--- src/rtl/fp_align_pkg.sv ---
// Shared types and helpers for the FP adder alignment stage.
// Holds the FSM state encoding, the GRS extension width and the per-cycle shift clamp.
package fp_align_pkg;

  localparam int GRS_W = 3;

  typedef enum logic [1:0] {
    IDLE  = 2'd0,
    SHIFT = 2'd1,
    DONE  = 2'd2
  } state_t;

  function automatic int unsigned min_shift(input int unsigned rem, input int unsigned step);
    return (rem < step) ? rem : step;
  endfunction

endpackage

--- src/rtl/fp_sticky_shr.sv ---
// Combinational right shift of an extended mantissa by 0..STEP bit positions.
// Latency 0; no flow control. FP_ALIGN_STICKY_EN folds every shifted-out bit into bit 0.
module fp_sticky_shr #(
  parameter int EXT_W = 27,
  parameter int STEP  = 4,
  parameter int SH_W  = $clog2(STEP + 1)
) (
  input  logic [EXT_W-1:0] din,
  input  logic [SH_W-1:0]  sh,
  output logic [EXT_W-1:0] dout
);

  logic [EXT_W-1:0] shifted;

`ifdef FP_ALIGN_STICKY_EN
  logic lost;

  always_comb begin
    shifted = din >> sh;
    lost    = 1'b0;
    // Bits below the shift amount fall off the end; the old bit 0 is among them.
    for (int i = 0; i < EXT_W; i++) begin
      if (i < int'(sh)) lost = lost | din[i];
    end
    dout = {shifted[EXT_W-1:1], shifted[0] | lost};
  end
`else
  always_comb begin
    shifted = din >> sh;
    dout    = shifted;
  end
`endif

endmodule

--- src/rtl/fp_align_shift.sv ---
// Aligns the smaller-exponent mantissa to the larger one, shifting STEP bits per cycle.
// Latency 1 + ceil(min(diff,EXT_W)/STEP); one op in flight, result held until out_ready.
// FP_ALIGN_STICKY_EN: accumulate shifted-out bits into man_small[0] (else truncate).
module fp_align_shift
  import fp_align_pkg::*;
#(
  parameter int EXP_W = 8,
  parameter int MAN_W = 24,
  parameter int STEP  = 4,
  localparam int EXT_W = MAN_W + GRS_W
) (
  input  logic             clk,
  input  logic             rst,
  input  logic             in_valid,
  output logic             in_ready,
  input  logic [EXP_W-1:0] exp_a,
  input  logic [EXP_W-1:0] exp_b,
  input  logic [EXP_W-1:0] diff,
  input  logic             diff_sign,
  input  logic [MAN_W-1:0] man_a,
  input  logic [MAN_W-1:0] man_b,
  output logic             out_valid,
  input  logic             out_ready,
  output logic [EXP_W-1:0] exp_out,
  output logic [EXT_W-1:0] man_big,
  output logic [EXT_W-1:0] man_small,
  output logic             swap_out
);

  localparam int REM_W = $clog2(EXT_W + 1);
  localparam int SH_W  = $clog2(STEP + 1);

  state_t           state;
  logic [REM_W-1:0] rem;
  logic [REM_W-1:0] rem_init;
  logic [SH_W-1:0]  step_amt;
  logic [EXT_W-1:0] shr_out;
  logic             diff_sat;

  assign in_ready  = (state == IDLE);
  assign out_valid = (state == DONE);

  // Any difference of EXT_W or more pushes every bit out, so clamp there.
  assign diff_sat = 32'(diff) >= 32'(EXT_W);
  assign rem_init = diff_sat ? REM_W'(EXT_W) : REM_W'(diff);
  assign step_amt = SH_W'(min_shift(32'(rem), STEP));

  fp_sticky_shr #(
    .EXT_W (EXT_W),
    .STEP  (STEP),
    .SH_W  (SH_W)
  ) u_shr (
    .din  (man_small),
    .sh   (step_amt),
    .dout (shr_out)
  );

  always_ff @(posedge clk) begin
    if (rst) begin
      state     <= IDLE;
      rem       <= '0;
      exp_out   <= '0;
      man_big   <= '0;
      man_small <= '0;
      swap_out  <= 1'b0;
    end else begin
      case (state)
        IDLE: begin
          if (in_valid) begin
            exp_out   <= diff_sign ? exp_b : exp_a;
            man_big   <= {(diff_sign ? man_b : man_a), {GRS_W{1'b0}}};
            man_small <= {(diff_sign ? man_a : man_b), {GRS_W{1'b0}}};
            swap_out  <= diff_sign;
            rem       <= rem_init;
            state     <= (rem_init == '0) ? DONE : SHIFT;
          end
        end
        SHIFT: begin
          man_small <= shr_out;
          rem       <= rem - REM_W'(step_amt);
          if (rem == REM_W'(step_amt)) state <= DONE;
        end
        DONE: begin
          if (out_ready) state <= IDLE;
        end
        default: state <= IDLE;
      endcase
    end
  end

endmodule

--- config.mk ---
export PLATFORM = sky130hd
export DESIGN_NAME = fp_align_shift
export DESIGN_NICKNAME = d
export VERILOG_FILES = /design/src/rtl/fp_align_pkg.sv /design/src/rtl/fp_sticky_shr.sv /design/src/rtl/fp_align_shift.sv
export SDC_FILE = /design/constraint.sdc
export NUM_CORES = 1
export LEC_CHECK = 0
export CAP_MARGIN = 25
export CORE_ASPECT_RATIO = 1.75
export CORE_MARGIN = 2
export CORE_UTILIZATION = 25
export DETAILED_ROUTE_END_ITERATION = 8
export REMOVE_ABC_BUFFERS = 1
export SLEW_MARGIN = 10
export SYNTH_ARGS = -nofsm -noshare
export SYNTH_HDL_FRONTEND = slang
export SYNTH_SLANG_ARGS = --single-unit
--- constraint.sdc ---
create_clock -name clk -period 2.2 [get_ports clk]
set_input_delay 0.44 -clock clk [delete_from_list [all_inputs] [get_ports clk]]
set_output_delay 0.44 -clock clk [all_outputs]
set_load 0.02 [all_outputs]
==> out/qor.csv, run 1 <==
stage,metric,value,unit
outcome,status,finished clean,
grt,antenna violations before repair,0,
die,Die W,101,um
worst_hold_path,Hold Path Depth,2,
synth,sequential share of the synthesized area,0.323,
die,starting density of the core,0.254,
power,VDD IR max,424,uV
grt,first-pass GRT wire length,22500,um
synth,Synth top area share,0.323,
detailed_routing,DRC,0,
grt,grt ovf,0,
worst_setup_path,CP endpoint kind,output pin,
clock_tree,Clock H-tree levels,3,
flow_run,max-cap violation count,0,
synth,ys flop type,dfxtp_1,
worst_setup_path,critical path peak fanout,9,
grt,vias in the first global route,4284,
placed_design,HPWL after detailed placement,10900,um
synth,Yosys reg bits,67,
grt,largest net degree at the start of global routing,40,
power,LEAKAGE,2.30,nW
synth,Unique masters post-synth,46,
worst_setup_path,critical path class,reg2out,
placed_design,dpl cell area,5870,sq um
sta,setup ws final,0.178,ns
synth,Post-synth EDFFs,0,
sta,RSZ-0062 raised after global routing,no,
die,Die Y-Extent,175,um
worst_setup_path,Startpoint Class,register,
worst_setup_path,critical path arrival,1.58,ns
clock_tree,Clock Latency Late Sink,0.33,ns
clock_tree,CTS tree,done,
synth,top post-synthesis cells by area,"dfxtp_1 32%, mux2i_1 16%, a211oi_1 9.9%",
sta,Worst Skew,0.00675,ns
synth,Post-synth top cells,"68 x mux2i_1, 67 x dfxtp_1, 61 x nor2_1",
sta,Worst-Margin Slew,0.587,ns
synth,top-count cell post-synth,mux2i_1,
sta,Max Clk Rate,0.495,GHz
placed_design,Placer Congestion,0.827,
grt,GRT Overall Usage,0.163,
cells_and_area,Area Growth Syn to Fin,48.5,%
synth,Post-Syn Area,4150,sq um
clock_tree,cts hold-fix bufs,0,
sta,Worst slew margin,0.605,
synth,async set-reset flop share out of synthesis,0,
sta,setup violators final,0,
sta,Min Hold Slack,0.463,ns
sta,"Hold Violations, Final",0,
placed_design,pre-CTS setup slack,0.0565,ns
cells_and_area,final layout net count,703,
detailed_routing,drt total wl,14600,um
clock_tree,CTS Buffer Depth,2,
detailed_routing,initial DRC count,173,
clock_tree,root buffer cell,clkbuf_16,
synth,Mapped Cells,493,
detailed_routing,Vias,4301,
synth,Ys Warns,0,
clock_tree,CTS Sinks,67,
synth,largest area contributor in the netlist,dfxtp_1,
detailed_routing,Pre-Repair DR Iteration Count,4,
clock_tree,Worst-path clk slew,0.06,ns
placed_design,port bufs,138,
worst_hold_path,Hold Crit Class,reg2reg,
detailed_routing,WL/cell,17.0,um
die,row cnt,62,
cells_and_area,final instance area,6170,sq um
detailed_routing,ANT nets after route,0,
die,core area,16400,sq um
sta,Final Max Slew Viols,0,
sta,Sum Neg Setup Slack,0,ns
power,pwr dens,762,nW/um^2
sta,fin crit period,2.02,ns
cells_and_area,Diodes inserted,0,
die,I/O pins,142,
die,DIE AREA,17700,sq um
sta,Final period util,0.919,
detailed_routing,drt via density,5.04,
cells_and_area,share of cells above drive strength 1,0.103,
synth,Syn Area/Cell,8.43,sq um
worst_setup_path,R2R depth,5,
clock_tree,TritonCTS Buffers,9,
worst_setup_path,"Req. time, crit path",1.76,ns
cells in the final DEF, fill, tap and decap left out, types with 3 or more instances in the layout:
master,netlist,final
a2111oi_0,5,5
a211o_1,6,6
a211oi_1,55,55
a21oi_1,38,38
a31oi_1,3,3
buf_12,0,3
buf_4,3,31
clkbuf_16,0,9
clkdlybuf4s50_1,0,136
clkinv_2,0,3
conb_1,2,4
dfxtp_1,67,66
inv_1,3,3
mux2_2,8,8
mux2i_1,68,68
mux4_1,3,3
nand2_1,22,22
nand2b_1,3,3
nand3_1,11,11
nor2_1,61,61
nor2b_1,9,9
nor3_1,8,7
nor3b_1,4,3
nor4_1,4,4
o211ai_1,8,8
o21ai_0,20,20
o221ai_1,3,3
o22ai_1,7,7
o2bb2ai_1,3,3
registers in the layout (all words and copies together) (netlist names):
| signal | count |
|---|---|
| man_small | 27 |
| man_big | 24 |
| exp_out | 8 |
| rem | 5 |
| state | 2 |
| swap_out | 1 |
critical path: stages (launching register included):
cell and delay, ns:
dfxtp_2 0.41, inv_1 0.11, nor2_1 0.12, clkdlybuf4s50_1 0.61
final cells by class:
| class | count | area, sq um |
|---|---|---|
| clock inverter | 5 | 52.6 |
| fill | 1702 | 10200 |
| sequential | 67 | 1340 |
| timing repair buffer | 171 | 1660 |
| clock buffer | 11 | 243 |
| multi-input combinational | 373 | 2580 |
| tap | 224 | 280 |
| inverter | 3 | 11.3 |
worst paths after layout:
kind | from | slack (ns) | to
worst max register to register | rem[2] | 0.25 | man_small[21]
worst min-delay path | swap_out | 0.46 | swap_out
worst max-delay path | state[1] | 0.18 | out_valid
worst min register to register | swap_out | 0.46 | swap_out
kinds of logic (layout without fill, tap and decap cells):
family / after synthesis / count (layout) / synth area share
flops: 67 / 67 / 0.323
fa+ha+maj: 1 / 1 / 0.00301
mux: 79 / 79 / 0.205
other cells: 2 / 4 / 0.00181
buf+inv: 55 / 190 / 0.0605
simple gates: 130 / 130 / 0.148
compound gates: 159 / 159 / 0.259
per-layer routing:
metal / vias to the layer above / track usage / wire (um)
met5: - / 0 / 0
met4: 0 / 0.0670 / 461
met3: 30 / 0.0306 / 544
met2: 112 / 0.292 / 7740
met1: 2045 / 0.185 / 5820
li1: 2114 / - / -
stage by stage:
| stage | power, mW | utilization | instances |
|---|---|---|---|
| after global routing | 4.95 | 0.377 | 854 |
| after CTS | 4.76 | 0.377 | 854 |
| after global placement | 3.24 | 0.359 | 838 |
| after floorplan | 2.43 | - | 443 |
| final | 4.70 | 0.377 | 854 |
| after detailed placement | 3.28 | 0.359 | 838 |
report_power, final:
part           switching (mW)  total, mW  internal, mW
registers               0.187       1.56          1.37
clock network           0.548       1.45         0.903
logic                   0.894       1.69         0.797
total                    1.63       4.70          3.07
timing repair:
action | in CTS | in global routing
gates resized for setup | 0 | 1
setup endpoints to repair | 0 | 1
buffers inserted | 0 | 0
Power figures use the tool's default switching activity.
==> inputs of run 2 (changes only) <==
--- a/config.mk
+++ b/config.mk
@@ -10,8 +10,9 @@
 export CORE_MARGIN = 2
 export CORE_UTILIZATION = 25
 export DETAILED_ROUTE_END_ITERATION = 8
+export RECOVER_POWER = 100
 export REMOVE_ABC_BUFFERS = 1
-export SLEW_MARGIN = 10
+export SLEW_MARGIN = 30
 export SYNTH_ARGS = -nofsm -noshare
 export SYNTH_HDL_FRONTEND = slang
 export SYNTH_SLANG_ARGS = --single-unit
==> run 2 against run 1 <==
  * Register-to-register slack lost 0.03 ns
  * Largest power group unchanged
  * Sequential power is essentially flat
  * Die area is the same
  * Critical path depth shrank 1
  * Largest cell class unchanged
  * Hold slack lost 0.0035 ns
  * Combinational power shrank 4%
  * Wire length shrank 0.13%
  * Sequential cell count is the same
  * Highest routed layer unchanged
==> out/qor.csv, run 2 (synthesis gave the netlist of run 1 again) <==
stage,metric,value,unit
outcome,status,finished clean,
flow_run,max-cap violation count,0,
die,starting density of the core,0.254,
cells_and_area,"most common cell after layout, fill and taps aside",clkdlybuf4s50_1,
cells_and_area,"commonest non-fill, non-tap cells in the layout","74 x clkdlybuf4s50_1, 68 x mux2i_1, 66 x dfxtp_1",
cells_and_area,Diodes inserted,0,
detailed_routing,Vias,4325,
worst_setup_path,CP endpoint kind,output pin,
detailed_routing,drt via density,5.06,
detailed_routing,initial DRC count,184,
sta,RSZ-0062 raised after global routing,no,
clock_tree,Worst-path clk slew,0.06,ns
clock_tree,CTS Sinks,67,
grt,GRT Overall Usage,0.163,
worst_setup_path,critical path arrival,1.57,ns
cells_and_area,final layout net count,703,
worst_setup_path,Startpoint Class,register,
worst_hold_path,Hold Crit Class,reg2reg,
grt,GRT met1 Usage,0.185,
cells_and_area,filler instances,1704,
worst_setup_path,R2R depth,5,
sta,Final Max Slew Viols,0,
placed_design,HPWL after detailed placement,10900,um
worst_setup_path,RR Startpoint,rem[2],
detailed_routing,ANT nets after route,0,
sta,setup violators final,0,
grt,vias in the first global route,4284,
worst_setup_path,RR Endpoint,man_small[21],
sta,Max Clk Rate,0.497,GHz
grt,met2 global-route usage,0.292,
die,DIE AREA,17700,sq um
power,LEAKAGE,2.43,nW
clock_tree,setup bufs post-CTS,0,
sta,Sum Neg Setup Slack,0,ns
grt,grt ovf,0,
cells_and_area,Area Growth Syn to Fin,48.0,%
clock_tree,CTS Buffer Depth,2,
clock_tree,Clock Latency Late Sink,0.33,ns
worst_setup_path,"Req. time, crit path",1.76,ns
detailed_routing,WL/cell,17.0,um
worst_setup_path,critical path's slowest cell,dlygate4sd3_1,
worst_setup_path,reg2reg setup slack,0.22,ns
placed_design,Placer Congestion,0.827,
power,VDD IR max,426,uV
detailed_routing,drt total wl,14500,um
sta,"Hold Violations, Final",0,
clock_tree,TritonCTS Buffers,9,
sta,Final period util,0.915,
die,Die Y-Extent,175,um
sta,fin crit period,2.01,ns
sta,Worst slew margin,0.633,
worst_setup_path,Critical Path Start,state[0],
grt,antenna violations before repair,0,
cells_and_area,Storage cell area,1340,sq um
power,pwr dens,753,nW/um^2
die,Die W,101,um
die,row cnt,62,
sta,Min Hold Slack,0.459,ns
clock_tree,CTS tree,done,
clock_tree,cts hold-fix bufs,0,
clock_tree,Clock H-tree levels,3,
detailed_routing,Pre-Repair DR Iteration Count,4,
worst_setup_path,critical path peak fanout,11,
worst_setup_path,worst setup path end,in_ready,
placed_design,port bufs,138,
die,core area,16400,sq um
worst_setup_path,worst path cell trace,nor2_1 > dlygate4sd3_1,
die,I/O pins,142,
grt,first-pass GRT wire length,22500,um
grt,grt peak-use layer,met2,
cells_and_area,share of cells above drive strength 1,0.0984,
worst_setup_path,critical path class,reg2out,
worst_hold_path,Hold Path Origin,swap_out,
detailed_routing,DRC,0,
cells_and_area,top flop regs,"man_small (27), man_big (24), exp_out (8)",
cells_and_area,Multi-input gate area,2560,sq um
worst_setup_path,CP max stage delay,0.66,ns
grt,met3 Track Usage GR,0.0306,
cells_and_area,number of flip-flops in the largest register,27,
grt,largest net degree at the start of global routing,40,
sta,Worst Skew,0.00715,ns
placed_design,pre-CTS setup slack,0.0565,ns
sta,setup ws final,0.188,ns
sta,Worst-Margin Slew,0.545,ns
clock_tree,root buffer cell,clkbuf_16,
cells_and_area,Biggest register,man_small,
[run 2: worst max-delay path, delay by kind of cell, from the launching register on]
kind | cells | cell delay [ns]
buf+inv | 1 | 0.66
simple gates | 1 | 0.08
flops | 1 | 0.50
[run 2: layer usage]
layer	part of all wire	wire, um
met2	0.54	7780
met5	0	0
met4	0.030	430
met3	0.041	589
met1	0.39	5740
[run 2: repair_timing]
item | CTS | global route
endpoints found under the hold margin | 0 | 0
gates resized for setup | 0 | 1
setup endpoints to repair | 0 | 1
[run 2: metrics by stage]
stage               utilization  std cells  instance area (sq um)  total power, mW
CTS                       0.377        854                   6170             4.76
detailed placement        0.359        838                   5870             3.28
finish                    0.376        854                   6150             4.63
global route              0.376        854                   6150             4.89
floorplan                     -        443                   3920             2.43
global placement          0.359        838                   5870             3.24
[run 2: how the worst min path moves through the flow]
stage,to,slack [ns],cells past startpoint
floorplan,rem[0],0.51,1
global placement,swap_out,0.46,2
detailed placement,swap_out,0.46,2
CTS,swap_out,0.47,2
global route,swap_out,0.49,2
finish,swap_out,0.46,2
[run 2: cell type report]
cell class / count / area share
clock buffers: 11 / 0.0395
clock inverters: 5 / 0.00855
inverters: 3 / 0.00183
multi-input cells: 373 / 0.417
flip-flops and latches: 67 / 0.218
well taps: 224 / 0.0456
repair buffers: 171 / 0.269
[run 2: where the power goes]
part           leakage, nW  switching (mW)  total [mW]  internal [mW]
Sequential           0.555           0.176        1.55           1.37
Clock                0.145           0.546        1.45          0.902
Combinational         1.73           0.894        1.63          0.741
==> inputs of run 3 (changes only) <==
--- a/config.mk
+++ b/config.mk
@@ -6,10 +6,13 @@
 export NUM_CORES = 1
 export LEC_CHECK = 0
 export CAP_MARGIN = 25
+export CELL_PAD_IN_SITES_DETAIL_PLACEMENT = 1
+export CELL_PAD_IN_SITES_GLOBAL_PLACEMENT = 1
 export CORE_ASPECT_RATIO = 1.75
 export CORE_MARGIN = 2
 export CORE_UTILIZATION = 25
 export DETAILED_ROUTE_END_ITERATION = 8
+export PLACE_DENSITY_LB_ADDON = 0.1
 export RECOVER_POWER = 100
 export REMOVE_ABC_BUFFERS = 1
 export SLEW_MARGIN = 30
==> run 3 against run 2 <==
  * Die area unchanged
  * Via count increased by 2.1%
  * Maximum frequency decreased by 3.5%
  * First-iteration DRC count is 40% lower
  * Largest cell class unchanged
  * Largest power group unchanged
==> out/qor.csv, run 3 (synthesis gave the netlist of run 1 again) <==
stage,metric,value,unit
worst_setup_path,"CP delay by family, top",buffers and inverters,
sta,setup ws final,0.114,ns
die,I/O pins,142,
flow_run,max-cap violation count,0,
cells_and_area,share of cells above drive strength 1,0.105,
clock_tree,post-cts resize count,0,
worst_setup_path,worst setup path end,out_valid,
grt,first-pass GRT wire length,25300,um
detailed_routing,drt total wl,15900,um
grt,GRT Overall Usage,0.183,
clock_tree,setup bufs post-CTS,0,
placed_design,pre-CTS setup slack,-0.0412,ns
worst_setup_path,RR Endpoint,man_small[10],
sta,Min Hold Slack,0.459,ns
worst_setup_path,Startpoint Class,register,
cells_and_area,final layout net count,710,
cells_and_area,Storage cell area,1340,sq um
worst_setup_path,RR Startpoint,rem[2],
detailed_routing,WL/cell,18.5,um
grt,antenna violations before repair,0,
clock_tree,CTS Sinks,67,
die,Die W,101,um
grt,largest net degree at the start of global routing,34,
worst_setup_path,CP endpoint kind,output pin,
detailed_routing,drt via density,5.13,
grt,vias in the first global route,4644,
power,VDD IR max,350,uV
grt,grt ovf,0,
cells_and_area,Multi-input gate area,2560,sq um
sta,fin crit period,2.09,ns
placed_design,HPWL after detailed placement,11900,um
worst_setup_path,Critical Path Stages,3,
worst_setup_path,CP max stage delay,0.68,ns
clock_tree,Clock Latency Late Sink,0.34,ns
outcome,status,finished clean,
cells_and_area,number of flip-flops in the largest register,27,
die,Die Y-Extent,175,um
sta,Worst-Margin Slew,0.613,ns
cells_and_area,filler instances,1931,
die,starting density of the core,0.254,
sta,Worst slew margin,0.581,
detailed_routing,Vias,4414,
worst_setup_path,reg2reg setup slack,0.11,ns
sta,"Hold Violations, Final",0,
cells_and_area,"most common cell after layout, fill and taps aside",clkdlybuf4s50_1,
clock_tree,Worst-path clk slew,0.06,ns
worst_setup_path,critical path's slowest cell,dlygate4sd3_1,
sta,Worst Skew,0.00718,ns
worst_setup_path,R2R depth,4,
detailed_routing,ANT nets after route,0,
sta,Max Clk Rate,0.479,GHz
power,LEAKAGE,2.44,nW
cells_and_area,Biggest register,man_small,
sta,setup violators final,0,
worst_setup_path,critical path peak fanout,9,
cells_and_area,top flop regs,"man_small (27), man_big (24), exp_out (8)",
die,core area,16400,sq um
die,DIE AREA,17700,sq um
clock_tree,root buffer cell,clkbuf_16,
sta,RSZ-0062 raised after global routing,no,
sta,Final Max Slew Viols,0,
placed_design,port bufs,138,
die,row cnt,62,
worst_hold_path,Hold Crit Class,reg2reg,
clock_tree,CTS tree,done,
cells_and_area,"commonest non-fill, non-tap cells in the layout","74 x clkdlybuf4s50_1, 68 x mux2i_1, 66 x dfxtp_1",
sta,Final period util,0.948,
worst_setup_path,"Req. time, crit path",1.76,ns
worst_setup_path,critical path arrival,1.65,ns
clock_tree,Clock H-tree levels,3,
worst_setup_path,Critical Path Start,state[1],
sta,Sum Neg Setup Slack,0,ns
cells_and_area,Area Growth Syn to Fin,48.7,%
detailed_routing,DRC,0,
power,pwr dens,747,nW/um^2
placed_design,Placer Congestion,0.817,
worst_setup_path,critical path class,reg2out,
clock_tree,cts hold-fix bufs,0,
detailed_routing,initial DRC count,110,
clock_tree,TritonCTS Buffers,9,
cells_and_area,Diodes inserted,0,
detailed_routing,Pre-Repair DR Iteration Count,5,
worst_setup_path,CP bufs+invs,2,
clock_tree,CTS Buffer Depth,2,
worst_setup_path,worst path cell trace,inv_1 > nor2_1 > dlygate4sd3_1,
-- run 3: worst reg2reg max path, stage by stage (launching register included) --
cell and delay [ns]:
dfxtp_1 0.41, or3_1 0.41, buf_2 0.32, a2111oi_0 0.66, o22ai_1 0.14
-- run 3: cell type report --
cell class | count | area share
Multi-Input combinational cell | 373 | 0.415
Tap cell | 224 | 0.0454
Clock buffer | 10 | 0.0387
Timing Repair Buffer | 178 | 0.275
Clock inverter | 6 | 0.00668
Inverter | 3 | 0.00182
Sequential cell | 67 | 0.217
-- run 3: routing by layer --
metal | up-vias | wire length [um] | GRT usage
li1 | 2134 | - | -
met1 | 2147 | 6420 | 0.209
met2 | 105 | 8650 | 0.341
met3 | 28 | 519 | 0.0245
met4 | 0 | 358 | 0.0608
met5 | - | 0 | 0
-- run 3: worst min path at each step --
stage / from / endpoint / slack, ns / cells past startpoint
3_5_place_dp: swap_out / swap_out / 0.45 / 2
5_1_grt: swap_out / swap_out / 0.50 / 2
2_1_floorplan: rst / rem[0] / 0.51 / 1
6_report: swap_out / swap_out / 0.46 / 2
4_1_cts: swap_out / swap_out / 0.47 / 2
3_3_place_gp: swap_out / swap_out / 0.46 / 2
-- run 3: power breakdown --
part | total (mW) | internal, mW | switching, mW
clock network | 1.39 | 0.792 | 0.598
registers | 1.56 | 1.37 | 0.186
logic | 1.67 | 0.748 | 0.919
total | 4.61 | 2.91 | 1.70
-- run 3: through the flow --
stage          total power [mW]  instance area [sq um]  utilization  std cells
4_1_cts                    4.78                   6250        0.382        861
3_5_place_dp               3.37                   5970        0.365        845
2_1_floorplan              2.43                   3920            -        443
6_report                   4.61                   6180        0.377        861
3_3_place_gp               3.34                   5970        0.365        845
5_1_grt                    4.88                   6180        0.377        861
